`config.mk`:
```
export PLATFORM = sky130hd
export DESIGN_NAME = mem_unit_flat
export DESIGN_NICKNAME = d
export VERILOG_FILES = /design/src/rtl/mem_unit_pkg.sv /design/src/rtl/mem_unit_if.sv /design/src/rtl/mem_load_ext.sv /design/src/rtl/mem_unit.sv /design/src/flat_wrapper.sv
export SDC_FILE = /design/constraint.sdc
export NUM_CORES = 1
export LEC_CHECK = 0
export BUFFER_PORTS_ARGS = -buffer_cell sky130_fd_sc_hd__clkbuf_2
export CELL_PAD_IN_SITES_DETAIL_PLACEMENT = 1
export CELL_PAD_IN_SITES_GLOBAL_PLACEMENT = 1
export CORE_AREA = 2 2 206 208
export DETAILED_ROUTE_END_ITERATION = 8
export DIE_AREA = 0 0 208 210
export GPL_TIMING_DRIVEN = 0
export PLACE_DENSITY = 0.66
export SLEW_MARGIN = 20
export SYNTH_ARGS = -nofsm -noshare
export SYNTH_HDL_FRONTEND = slang
export SYNTH_HIERARCHICAL = 1
export SYNTH_SLANG_ARGS = --single-unit
```
`constraint.sdc`:
```
create_clock -name clk -period 3.13 [get_ports clk]
set_input_delay 0.1565 -clock clk [delete_from_list [all_inputs] [get_ports clk]]
set_output_delay 0.1565 -clock clk [all_outputs]
set_load 0.01 [all_outputs]
```
`src/rtl/mem_unit_pkg.sv`:
```
// mem_unit_pkg: shared widths, load/TLB opcode encodings and bundle layouts
// for the MEM stage. The struct field order is the bundle bit order, MSB first.
package mem_unit_pkg;

    localparam int EXE2MEM_LEN = 212;
    localparam int MEM2WB_LEN  = 207;

    localparam logic [2:0] MEM_OP_B  = 3'b000;
    localparam logic [2:0] MEM_OP_H  = 3'b001;
    localparam logic [2:0] MEM_OP_W  = 3'b010;
    localparam logic [2:0] MEM_OP_BU = 3'b100;
    localparam logic [2:0] MEM_OP_HU = 3'b101;

    localparam logic [2:0] TLB_OP_NONE = 3'd0;
    localparam logic [2:0] TLB_OP_SRCH = 3'd1;
    localparam logic [2:0] TLB_OP_RD   = 3'd2;
    localparam logic [2:0] TLB_OP_WR   = 3'd3;
    localparam logic [2:0] TLB_OP_FILL = 3'd4;
    localparam logic [2:0] TLB_OP_INV  = 3'd5;

    typedef struct packed {
        logic        rf_we;
        logic [4:0]  rf_waddr;
        logic [31:0] alu_result;
        logic [31:0] pc;
        logic        res_from_mem;
        logic [2:0]  mem_op;
        logic        req_issued;
        logic        csr_read;
        logic        csr_we;
        logic [13:0] csr_num;
        logic [31:0] csr_wmask;
        logic [31:0] csr_wvalue;
        logic [31:0] vaddr;
        logic        ex_valid;
        logic [5:0]  ecode;
        logic [8:0]  esubcode;
        logic        is_ertn;
        logic [2:0]  tlb_op;
        logic [4:0]  invtlb_op;
    } exe2mem_t;

    typedef struct packed {
        logic        rf_we;
        logic [4:0]  rf_waddr;
        logic [31:0] final_result;
        logic [31:0] pc;
        logic        csr_read;
        logic        csr_we;
        logic [13:0] csr_num;
        logic [31:0] csr_wmask;
        logic [31:0] csr_wvalue;
        logic [31:0] vaddr;
        logic        ex_valid;
        logic [5:0]  ecode;
        logic [8:0]  esubcode;
        logic        is_ertn;
        logic [2:0]  tlb_op;
        logic [4:0]  invtlb_op;
    } mem2wb_t;

endpackage

```
`src/rtl/mem_unit_if.sv`:
```
// mem_unit_if: every non-clock signal of the MEM stage.
// Handshake: a bundle moves EXE->MEM on a cycle where exe_to_mem_valid and
// mem_allowin are both high, and MEM->WBU on a cycle where mem_to_wb_valid
// and wb_allowin are both high; valid never depends on allowin of the same
// link, and a bundle offered but not taken stays in place.
interface mem_unit_if;
    logic                                 mem_allowin;
    logic                                 exe_to_mem_valid;
    logic [mem_unit_pkg::EXE2MEM_LEN-1:0] exe_to_mem_zip;
    logic                                 wb_allowin;
    logic                                 mem_to_wb_valid;
    logic [mem_unit_pkg::MEM2WB_LEN-1:0]  mem_to_wb_zip;
    logic                                 data_sram_data_ok;
    logic [31:0]                          data_sram_rdata;
    logic                                 exe_req_pending;
    logic                                 wb_ex;
    logic                                 mem_ex;
    logic [38:0]                          mem_rf_zip;
    logic [31:0]                          mem_stall_cnt;

    // MEM stage view
    modport master (
        input  exe_to_mem_valid, exe_to_mem_zip, wb_allowin,
        input  data_sram_data_ok, data_sram_rdata, exe_req_pending, wb_ex,
        output mem_allowin, mem_to_wb_valid, mem_to_wb_zip,
        output mem_ex, mem_rf_zip, mem_stall_cnt
    );

    // Surrounding pipeline view
    modport slave (
        output exe_to_mem_valid, exe_to_mem_zip, wb_allowin,
        output data_sram_data_ok, data_sram_rdata, exe_req_pending, wb_ex,
        input  mem_allowin, mem_to_wb_valid, mem_to_wb_zip,
        input  mem_ex, mem_rf_zip, mem_stall_cnt
    );
endinterface

```
`src/rtl/mem_load_ext.sv`:
```
// mem_load_ext: selects the addressed byte/half of a load word and extends it.
module mem_load_ext
    import mem_unit_pkg::*;
(
    input  logic [31:0] raw,
    input  logic [1:0]  off,
    input  logic [2:0]  mem_op,
    output logic [31:0] load_data
);

    logic [7:0]  byte_sel;
    logic [15:0] half_sel;

    // Lane select by address offset, then sign/zero extension by opcode
    always_comb begin
        byte_sel = raw[7:0];
        case (off)
            2'd1:    byte_sel = raw[15:8];
            2'd2:    byte_sel = raw[23:16];
            2'd3:    byte_sel = raw[31:24];
            default: byte_sel = raw[7:0];
        endcase
        half_sel = off[1] ? raw[31:16] : raw[15:0];
        load_data = raw;
        case (mem_op)
            MEM_OP_B:  load_data = {{24{byte_sel[7]}}, byte_sel};
            MEM_OP_BU: load_data = {24'd0, byte_sel};
            MEM_OP_H:  load_data = {{16{half_sel[15]}}, half_sel};
            MEM_OP_HU: load_data = {16'd0, half_sel};
            default:   load_data = raw;
        endcase
    end

endmodule

```
`src/rtl/mem_unit.sv`:
```
// mem_unit: MEM pipeline stage. Latches EXE results, waits for the data
// response of loads issued in EXE, drops responses owed to flushed
// instructions, and forwards results to ID and WBU.
// Optional build macro MEMU_STALL_CNT_EN adds a free-running stall counter.
module mem_unit
    import mem_unit_pkg::*;
(
    input  logic       clk,
    input  logic       resetn,
    mem_unit_if.master bus
);

    exe2mem_t    in_zip;
    exe2mem_t    zip_q, zip_d;
    logic        mem_valid_q, mem_valid_d;
    logic [31:0] data_buf_q, data_buf_d;
    logic        data_buf_valid_q, data_buf_valid_d;
    logic [1:0]  discard_cnt_q, discard_cnt_d;

    logic        wait_data, resp_own, resp_drop, wait_unanswered;
    logic        mem_ready_go, allowin, capture;
    logic [2:0]  discard_sum;
    logic [31:0] raw, load_data, final_result;
    mem2wb_t     out_zip;

    assign in_zip = bus.exe_to_mem_zip;

    assign wait_data       = mem_valid_q & zip_q.req_issued & ~data_buf_valid_q;
    assign resp_own        = bus.data_sram_data_ok & (discard_cnt_q == 2'd0);
    assign resp_drop       = bus.data_sram_data_ok & (discard_cnt_q != 2'd0);
    assign wait_unanswered = wait_data & ~resp_own;
    assign mem_ready_go    = ~wait_data | resp_own;
    assign allowin         = ~mem_valid_q | (mem_ready_go & bus.wb_allowin);
    assign capture         = bus.exe_to_mem_valid & allowin;

    // Responses still owed to flushed loads: the one MEM was waiting for plus
    // the one EXE has in flight, less any drop happening this cycle
    assign discard_sum = {1'b0, discard_cnt_q} + {2'b00, wait_unanswered}
                       + {2'b00, bus.exe_req_pending} - {2'b00, resp_drop};

    // Next-state: flush beats capture; otherwise capture/drain plus buffering
    always_comb begin
        mem_valid_d      = mem_valid_q;
        zip_d            = zip_q;
        data_buf_d       = data_buf_q;
        data_buf_valid_d = data_buf_valid_q;
        discard_cnt_d    = discard_cnt_q;
        if (resp_own) begin
            data_buf_d = bus.data_sram_rdata;
        end
        if (bus.wb_ex) begin
            mem_valid_d      = 1'b0;
            data_buf_valid_d = 1'b0;
            discard_cnt_d    = (discard_sum > 3'd2) ? 2'd2 : discard_sum[1:0];
        end else begin
            if (capture) begin
                mem_valid_d      = 1'b1;
                zip_d            = in_zip;
                data_buf_valid_d = 1'b0;
            end else begin
                if (mem_ready_go & bus.wb_allowin) begin
                    mem_valid_d = 1'b0;
                end
                if (resp_own & wait_data & ~bus.wb_allowin) begin
                    data_buf_valid_d = 1'b1;
                end
            end
            if (resp_drop) begin
                discard_cnt_d = discard_cnt_q - 2'd1;
            end
        end
    end

    // Stage state registers
    always_ff @(posedge clk or negedge resetn) begin
        if (!resetn) begin
            mem_valid_q      <= 1'b0;
            zip_q            <= '0;
            data_buf_q       <= 32'd0;
            data_buf_valid_q <= 1'b0;
            discard_cnt_q    <= 2'd0;
        end else begin
            mem_valid_q      <= mem_valid_d;
            zip_q            <= zip_d;
            data_buf_q       <= data_buf_d;
            data_buf_valid_q <= data_buf_valid_d;
            discard_cnt_q    <= discard_cnt_d;
        end
    end

    assign raw = data_buf_valid_q ? data_buf_q : bus.data_sram_rdata;

    mem_load_ext u_load_ext (
        .raw       (raw),
        .off       (zip_q.alu_result[1:0]),
        .mem_op    (zip_q.mem_op),
        .load_data (load_data)
    );

    assign final_result = zip_q.res_from_mem ? load_data : zip_q.alu_result;

    assign out_zip.rf_we        = zip_q.rf_we;
    assign out_zip.rf_waddr     = zip_q.rf_waddr;
    assign out_zip.final_result = final_result;
    assign out_zip.pc           = zip_q.pc;
    assign out_zip.csr_read     = zip_q.csr_read;
    assign out_zip.csr_we       = zip_q.csr_we;
    assign out_zip.csr_num      = zip_q.csr_num;
    assign out_zip.csr_wmask    = zip_q.csr_wmask;
    assign out_zip.csr_wvalue   = zip_q.csr_wvalue;
    assign out_zip.vaddr        = zip_q.vaddr;
    assign out_zip.ex_valid     = zip_q.ex_valid;
    assign out_zip.ecode        = zip_q.ecode;
    assign out_zip.esubcode     = zip_q.esubcode;
    assign out_zip.is_ertn      = zip_q.is_ertn;
    assign out_zip.tlb_op       = zip_q.tlb_op;
    assign out_zip.invtlb_op    = zip_q.invtlb_op;

    assign bus.mem_allowin     = allowin;
    assign bus.mem_to_wb_valid = mem_valid_q & mem_ready_go & ~bus.wb_ex;
    assign bus.mem_to_wb_zip   = out_zip;
    assign bus.mem_ex          = mem_valid_q & (zip_q.ex_valid | zip_q.is_ertn);
    assign bus.mem_rf_zip      = {mem_valid_q & (zip_q.res_from_mem | zip_q.csr_read),
                                  mem_valid_q & zip_q.rf_we & ~zip_q.ex_valid,
                                  zip_q.rf_waddr, final_result};

`ifdef MEMU_STALL_CNT_EN
    logic [31:0] stall_cnt_q;

    // Count cycles an instruction sits in MEM waiting for load data
    always_ff @(posedge clk or negedge resetn) begin
        if (!resetn) begin
            stall_cnt_q <= 32'd0;
        end else if (mem_valid_q & ~mem_ready_go) begin
            stall_cnt_q <= stall_cnt_q + 32'd1;
        end
    end

    assign bus.mem_stall_cnt = stall_cnt_q;
`else
    assign bus.mem_stall_cnt = 32'd0;
`endif

endmodule

```
`src/flat_wrapper.sv`:
```
// flat-port wrapper written by rule: the top's interface ports become plain ports
module mem_unit_flat import mem_unit_pkg::*;
  (clk, resetn, bus_exe_to_mem_valid, bus_exe_to_mem_zip, bus_wb_allowin, bus_data_sram_data_ok, bus_data_sram_rdata, bus_exe_req_pending, bus_wb_ex, bus_mem_allowin, bus_mem_to_wb_valid, bus_mem_to_wb_zip, bus_mem_ex, bus_mem_rf_zip, bus_mem_stall_cnt);
  mem_unit_if bus_i ();
  input  logic clk;
  input  logic resetn;
  input wire logic [$bits(bus_i.exe_to_mem_valid)-1:0] bus_exe_to_mem_valid;
  input wire logic [$bits(bus_i.exe_to_mem_zip)-1:0] bus_exe_to_mem_zip;
  input wire logic [$bits(bus_i.wb_allowin)-1:0] bus_wb_allowin;
  input wire logic [$bits(bus_i.data_sram_data_ok)-1:0] bus_data_sram_data_ok;
  input wire logic [$bits(bus_i.data_sram_rdata)-1:0] bus_data_sram_rdata;
  input wire logic [$bits(bus_i.exe_req_pending)-1:0] bus_exe_req_pending;
  input wire logic [$bits(bus_i.wb_ex)-1:0] bus_wb_ex;
  output wire logic [$bits(bus_i.mem_allowin)-1:0] bus_mem_allowin;
  output wire logic [$bits(bus_i.mem_to_wb_valid)-1:0] bus_mem_to_wb_valid;
  output wire logic [$bits(bus_i.mem_to_wb_zip)-1:0] bus_mem_to_wb_zip;
  output wire logic [$bits(bus_i.mem_ex)-1:0] bus_mem_ex;
  output wire logic [$bits(bus_i.mem_rf_zip)-1:0] bus_mem_rf_zip;
  output wire logic [$bits(bus_i.mem_stall_cnt)-1:0] bus_mem_stall_cnt;
  assign bus_i.exe_to_mem_valid = bus_exe_to_mem_valid;
  assign bus_i.exe_to_mem_zip = bus_exe_to_mem_zip;
  assign bus_i.wb_allowin = bus_wb_allowin;
  assign bus_i.data_sram_data_ok = bus_data_sram_data_ok;
  assign bus_i.data_sram_rdata = bus_data_sram_rdata;
  assign bus_i.exe_req_pending = bus_exe_req_pending;
  assign bus_i.wb_ex = bus_wb_ex;
  assign bus_mem_allowin = bus_i.mem_allowin;
  assign bus_mem_to_wb_valid = bus_i.mem_to_wb_valid;
  assign bus_mem_to_wb_zip = bus_i.mem_to_wb_zip;
  assign bus_mem_ex = bus_i.mem_ex;
  assign bus_mem_rf_zip = bus_i.mem_rf_zip;
  assign bus_mem_stall_cnt = bus_i.mem_stall_cnt;
  mem_unit u_core (.clk(clk), .resetn(resetn), .bus(bus_i));
endmodule
```
==> results of run 1 <==
[through the flow]
step	hold slack, ns	instances	setup TNS [ns]
after floorplan	-0.139	1013	0
after global routing	0.121	2358	-7.64
after detailed placement	0.171	2053	-5.25
after global placement	0.368	2050	-909.95
final	0.114	2359	-2.41
after CTS	0.0657	2356	-4.55
[kinds of logic (layout without fill, tap and decap cells)]
kind of cell | Yosys count | count (layout) | share of synthesized area
flops | 248 | 248 | 0.488
simple gates | 63 | 63 | 0.0241
buf+inv | 297 | 1102 | 0.172
mux | 310 | 310 | 0.275
fa+ha+maj | 4 | 4 | 0.00511
other cells | 1 | 34 | 0.000295
compound gates | 57 | 57 | 0.0338
xor+xnor | 2 | 2 | 0.00138
[worst min path at each step]
stage,from,to,slack [ns]
after global routing,bus_data_sram_data_ok,u_core/discard_cnt_q[0],0.12
after detailed placement,resetn,u_core/bus.mem_to_wb_zip[51],0.17
final,bus_data_sram_data_ok,u_core/discard_cnt_q[0],0.11
after CTS,bus_data_sram_data_ok,u_core/discard_cnt_q[0],0.07
after global placement,bus_exe_to_mem_valid,u_core/data_buf_valid_q,0.37
after floorplan,resetn,u_core/bus.mem_rf_zip[32],-0.14
[cell type report]
cell class,count,area (um2)
Multi-Input combinational cell,468,4580
Tap cell,539,674
Antenna cell,2,5.00
Clock inverter,11,148
Timing Repair Buffer,763,5490
Buffer,277,2190
Sequential cell,248,6210
Clock buffer,44,913
Fill cell,4501,21200
Inverter,7,26.3
[what timing repair did]
action | 4_1_cts | 5_1_grt
setup endpoints to repair | 64 | 58
setup buffers | 11 | 6
hold buffers | 249 | 0
pin swaps | 1 | 2
cloned | 1 | 0
gates resized for setup | 71 | 94
endpoints found under the hold margin | 300 | 0
[metal layers]
metal	up-vias	track usage	share of wire
met1	5121	0.244	0.39
met5	-	0	0.00037
met4	2	0.0487	0.018
li1	4715	-	-
met3	59	0.0441	0.062
met2	357	0.381	0.53
[cell usage in the layout (no fill, tap or decap), drive strengths merged, types with 2 or more instances in the layout]
| master | n |
|---|---|
| nand2b | 8 |
| a221o | 8 |
| a22oi | 7 |
| diode | 2 |
| nor2 | 4 |
| mux2 | 308 |
| o21ai | 10 |
| a211oi | 3 |
| and3b | 3 |
| a21o | 17 |
| clkbuf | 512 |
| fa | 2 |
| inv | 8 |
| dlygate4sd3 | 249 |
| ha | 2 |
| nor2b | 5 |
| clkinv | 6 |
| o21a | 2 |
| a21oi | 5 |
| buf | 323 |
| bufinv | 3 |
| nand2 | 38 |
| conb | 32 |
| dfrtp | 248 |
[power breakdown]
group          total [W]  internal [W]  switching [W]
sequential       0.00446       0.00400       0.000467
combinational    0.00494       0.00281        0.00213
clock            0.00372       0.00226        0.00146
total             0.0131       0.00907        0.00405
[critical path: stages, from the launching register on]
cell and delay (ns):
dfrtp_1 0.37, buf_6 0.15, clkbuf_16 0.15, mux2_4 0.32, mux4_2 0.47, and3b_2 0.30, a221o_1 0.33, mux2_4 0.29
buf_6 0.12, buf_6 0.11
[flip-flops by register name (all words and copies together) (netlist names)]
signal and cells:
u_core/data_buf_q 32, u_core/bus.mem_to_wb_zip 170, u_core/zip_q 37, u_core/data_buf_valid_q 1, u_core/bus.mem_rf_zip 5, u_core/discard_cnt_q 2
u_core/mem_valid_q 1
==> results.cfg, run 1 <==
[logic_synthesis]
ys_ff_latch = 248
yosysTopAreaCell = dfrtp_1
ys.flop_type = dfrtp_1
yosysMostFrequentCell = dfrtp_1
synth_cell_types = 40
synthArstFlopShare = 1.00
synthesis.instances = 982
synth-edff-count = 0
synthTopCellsByCount = dfrtp_1, buf_4, mux2_1
ys_warn_count = 6
netlist_area_mm2 = 0.0127
synth_area_per_cell_um2 = 13.0
synth.area.top_cells = dfrtp_1, mux2_1, buf_4
synth_top_area_frac = 0.488
ys_seq_area_frac = 0.488

[min_path]
hold_path_class = input pin to flip-flop
min_path_cells = 4

[setup_path]
crit_start = u_core/data_buf_valid_q
rrSetupSlack_ns = 0.44
start_kind = flip-flop
rr_endpoint = u_core/discard_cnt_q[1]
path_class = flip-flop to output pin
worst-r2r-cell-count = 10
cp-end-kind = output pin
crit_required_ns = 2.97
cp-endpoint = bus_mem_to_wb_zip[181]
r2r-start = u_core/discard_cnt_q[1]
crit_fanout = 8
arrival_ns = 3.18

[grt]
grt_pass1_vias = 11700
antenna_found_initial = 3
grt.total_usage = 0.206
grt_max_degree = 77
grt_first_pass_wirelength_um = 70200
grt_remaining_overflow = 0

[timing]
finalWorstSetupSlack_ns = -0.202
drv_slew = 0
finClkSkew_ns = 0.0114
tightest_slew_ns = 0.835
rsz0062_at_grt = yes
fin_crit_ns = 3.33
slew_headroom = 0.443
period_share = 1.06
finalHoldViolCount = 0
max_freq_mhz = 300
setup_viol_count_final = 30

[die]
dieArea_mm2 = 0.0437
initial_utilization = 0.307
num_io_pins = 532
core_mm2 = 0.0415
die_h_um = 210
die_w_um = 208
num_rows = 75

[drt]
drc = 0
drtAntennaViolNets = 0
vias = 10300
viasPerCell = 4.35
drtPass1Iterations = 4
finalWirelength_um = 46500
drt-initial-drc-count = 248
wl_per_cell_um = 19.7

[clock_tree]
h-tree-depth = 1
clkTransAtPathRegs_ns = 0.06
clock_sinks = 248
root_buffer = clkbuf_16
cts_tree = built
clock_latency_ns = 0.57
cts_buffer_depth = 3
cts_inserted_buffers = 30

[power]
power_w = 0.0131
irDropWorstVdd_mv = 0.451
p_per_area_mw_per_mm2 = 648
p_leak_nw = 10.1

[placement]
dpl_worst_slack_ns = -0.395
place_area_mm2 = 0.0161
dp_hpwl_um = 31500
io_buffers = 498
place_congestion = 0.817

[finish]
nets = 2050
finish.utilization = 0.488
syn2layout_area_growth_pct = 59.0
stdcell_area_mm2 = 0.0202
drive_above_1_share = 0.533

[run]
maxCapViolCount = 0

[run_status]
violations = setup timing
status = finished, violations left
Note: power is estimated with default switching activity, not from simulation.
==> run 2, diff against run 1 <==
--- a/config.mk
+++ b/config.mk
@@ -13,3 +13,3 @@
 export DIE_AREA = 0 0 208 210
-export GPL_TIMING_DRIVEN = 0
+export GPL_TIMING_DRIVEN = 1
 export PLACE_DENSITY = 0.66
--- a/constraint.sdc
+++ b/constraint.sdc
@@ -3,2 +3,2 @@
 set_output_delay 0.1565 -clock clk [all_outputs]
-set_load 0.01 [all_outputs]
+set_load 0.02 [all_outputs]
==> run 2 against run 1 <==
Core utilization down 6.4 points; combinational power down 16%; first-iteration DRC count up 6.5%; global-route usage down 2.0 points; register-to-register slack about the same; power down 8.7%; sequential power up 0.9%; fmax up 8.6%; critical path type unchanged; clock power down 9.9%; flip-flop and latch count unchanged; the run now ends clean; clock skew up 0.0076 ns.
==> results.cfg, run 2 (same netlist as run 1, synthesis figures left out) <==
[run_status]
status = complete, no violations

[setup_path]
arrival_ns = 2.91
path_class = flip-flop to output pin
crit_required_ns = 2.97
start_kind = flip-flop
crit_fanout = 8
cp-end-kind = output pin

[grt]
grt_pass1_vias = 10400
grt_first_pass_wirelength_um = 63600
grt.total_usage = 0.186
grt_util_met3 = 0.0375
met1_usage = 0.224
antenna_found_initial = 8
grt_max_degree = 104
top_usage_layer = met2
grt_remaining_overflow = 0
use_met2 = 0.336

[finish]
finish.utilization = 0.424
final_common_cell = clkbuf_2
fin_cells = 2087
final_cell_mix = clkbuf_2, dlygate4sd3_1, dfrtp_1
largest_reg_flops = 170
syn2layout_area_growth_pct = 38.1
stdcell_area_mm2 = 0.0176
drive_above_1_share = 0.453
nets = 1778

[clock_tree]
root_buffer = clkbuf_16
clock_latency_ns = 0.56
cts_buffer_depth = 3
clkTransAtPathRegs_ns = 0.06
cts_tree = built
cts_inserted_buffers = 29
clock_sinks = 248
h-tree-depth = 1

[placement]
io_buffers = 499
place_congestion = 0.796
dp_hpwl_um = 27500
dp.cells = 1780
place_area_mm2 = 0.0141

[die]
die_h_um = 210
num_io_pins = 532
die_w_um = 208
core_mm2 = 0.0415
num_rows = 75
initial_utilization = 0.307
dieArea_mm2 = 0.0437

[drt]
finalWirelength_um = 41700
wl_per_cell_um = 20.0
viasPerCell = 4.37
drc = 0
drt-initial-drc-count = 264
drtAntennaViolNets = 0
vias = 9129
drtPass1Iterations = 4

[run]
maxCapViolCount = 0

[timing]
setup_viol_count_final = 0
drv_slew = 0
fin_crit_ns = 3.07
finClkSkew_ns = 0.0190
rsz0062_at_grt = yes
period_share = 0.980
finalHoldViolCount = 0
slew_headroom = 0.432
max_freq_mhz = 326
tightest_slew_ns = 0.852

[min_path]
hold_path_class = input pin to flip-flop

[power]
irDropWorstVdd_mv = 0.563
p_leak_nw = 8.46
p_per_area_mw_per_mm2 = 682
==> run 2: cell count changes in the layout (fill, tap and decap cells not counted), moves of 5 or more <==
cell,delta
clkbuf_8,-6
mux2_4,-24
clkbuf_2,+38
buf_4,-210
diode_2,+6
buf_12,+6
mux2_2,+24
buf_6,-77
buf_1,-5
==> run 2: layer usage <==
layer,vias to the layer above,wire [um]
met5,-,0
met4,0,933
met3,61,2610
met2,351,21400
met1,4543,16800
li1,4174,-
==> run 2: what timing repair did <==
item	in CTS	in global routing
endpoints found under the setup margin	28	21
endpoints found under the hold margin	324	0
resized for setup	8	13
hold buffers	248	0
buffers inserted	2	1
pin swaps	0	0
==> run 2: final cells by class <==
cell class / instances / area, um2
Multi-Input combinational cell: 468 / 4470
Clock buffer: 44 / 842
Antenna cell: 8 / 20.0
Fill cell: 4499 / 23900
Timing Repair Buffer: 769 / 5250
Clock inverter: 4 / 73.8
Sequential cell: 248 / 6210
Inverter: 7 / 26.3
Tap cell: 539 / 674
==> run 2: critical path, cell delays in order (launching register included) <==
cell     delay [ns]
dfrtp_2        0.49
mux2_4         0.35
mux4_2         0.48
and3b_2        0.29
a221o_1        0.30
mux2_4         0.29
buf_4          0.17
==> run 2: stage by stage <==
stage                     power (W)  setup TNS [ns]  setup WS [ns]  hold WS [ns]
after CTS                    0.0120               0         0.0113        0.0743
after global placement      0.00821               0          0.437         0.204
final                        0.0120               0         0.0627        0.0818
after floorplan             0.00770               0          0.266        -0.139
after detailed placement    0.00831               0          0.408         0.208
after global routing         0.0126          -0.192        -0.0416         0.172
==> run 2: power breakdown <==
group          switching, W  internal [W]
clock               0.00136       0.00199
sequential         0.000503       0.00400
combinational       0.00236       0.00176
==> run 2: path summary, 6_finish.rpt <==
kind | from | endpoint | slack, ns | cells past startpoint
worst min register to register | u_core/zip_q[200] | u_core/zip_q[200] | 0.48 | 1
worst max-delay path | u_core/data_buf_valid_q | bus_mem_to_wb_zip[184] | 0.06 | 6
worst max register to register | u_core/discard_cnt_q[1] | u_core/discard_cnt_q[1] | 0.45 | 10
worst min-delay path | bus_exe_req_pending | u_core/discard_cnt_q[0] | 0.08 | 4
max in group asynchronous | resetn | u_core/bus.mem_to_wb_zip[34] | 1.89 | 3
min in group asynchronous | resetn | u_core/bus.mem_to_wb_zip[80] | 0.18 | 2
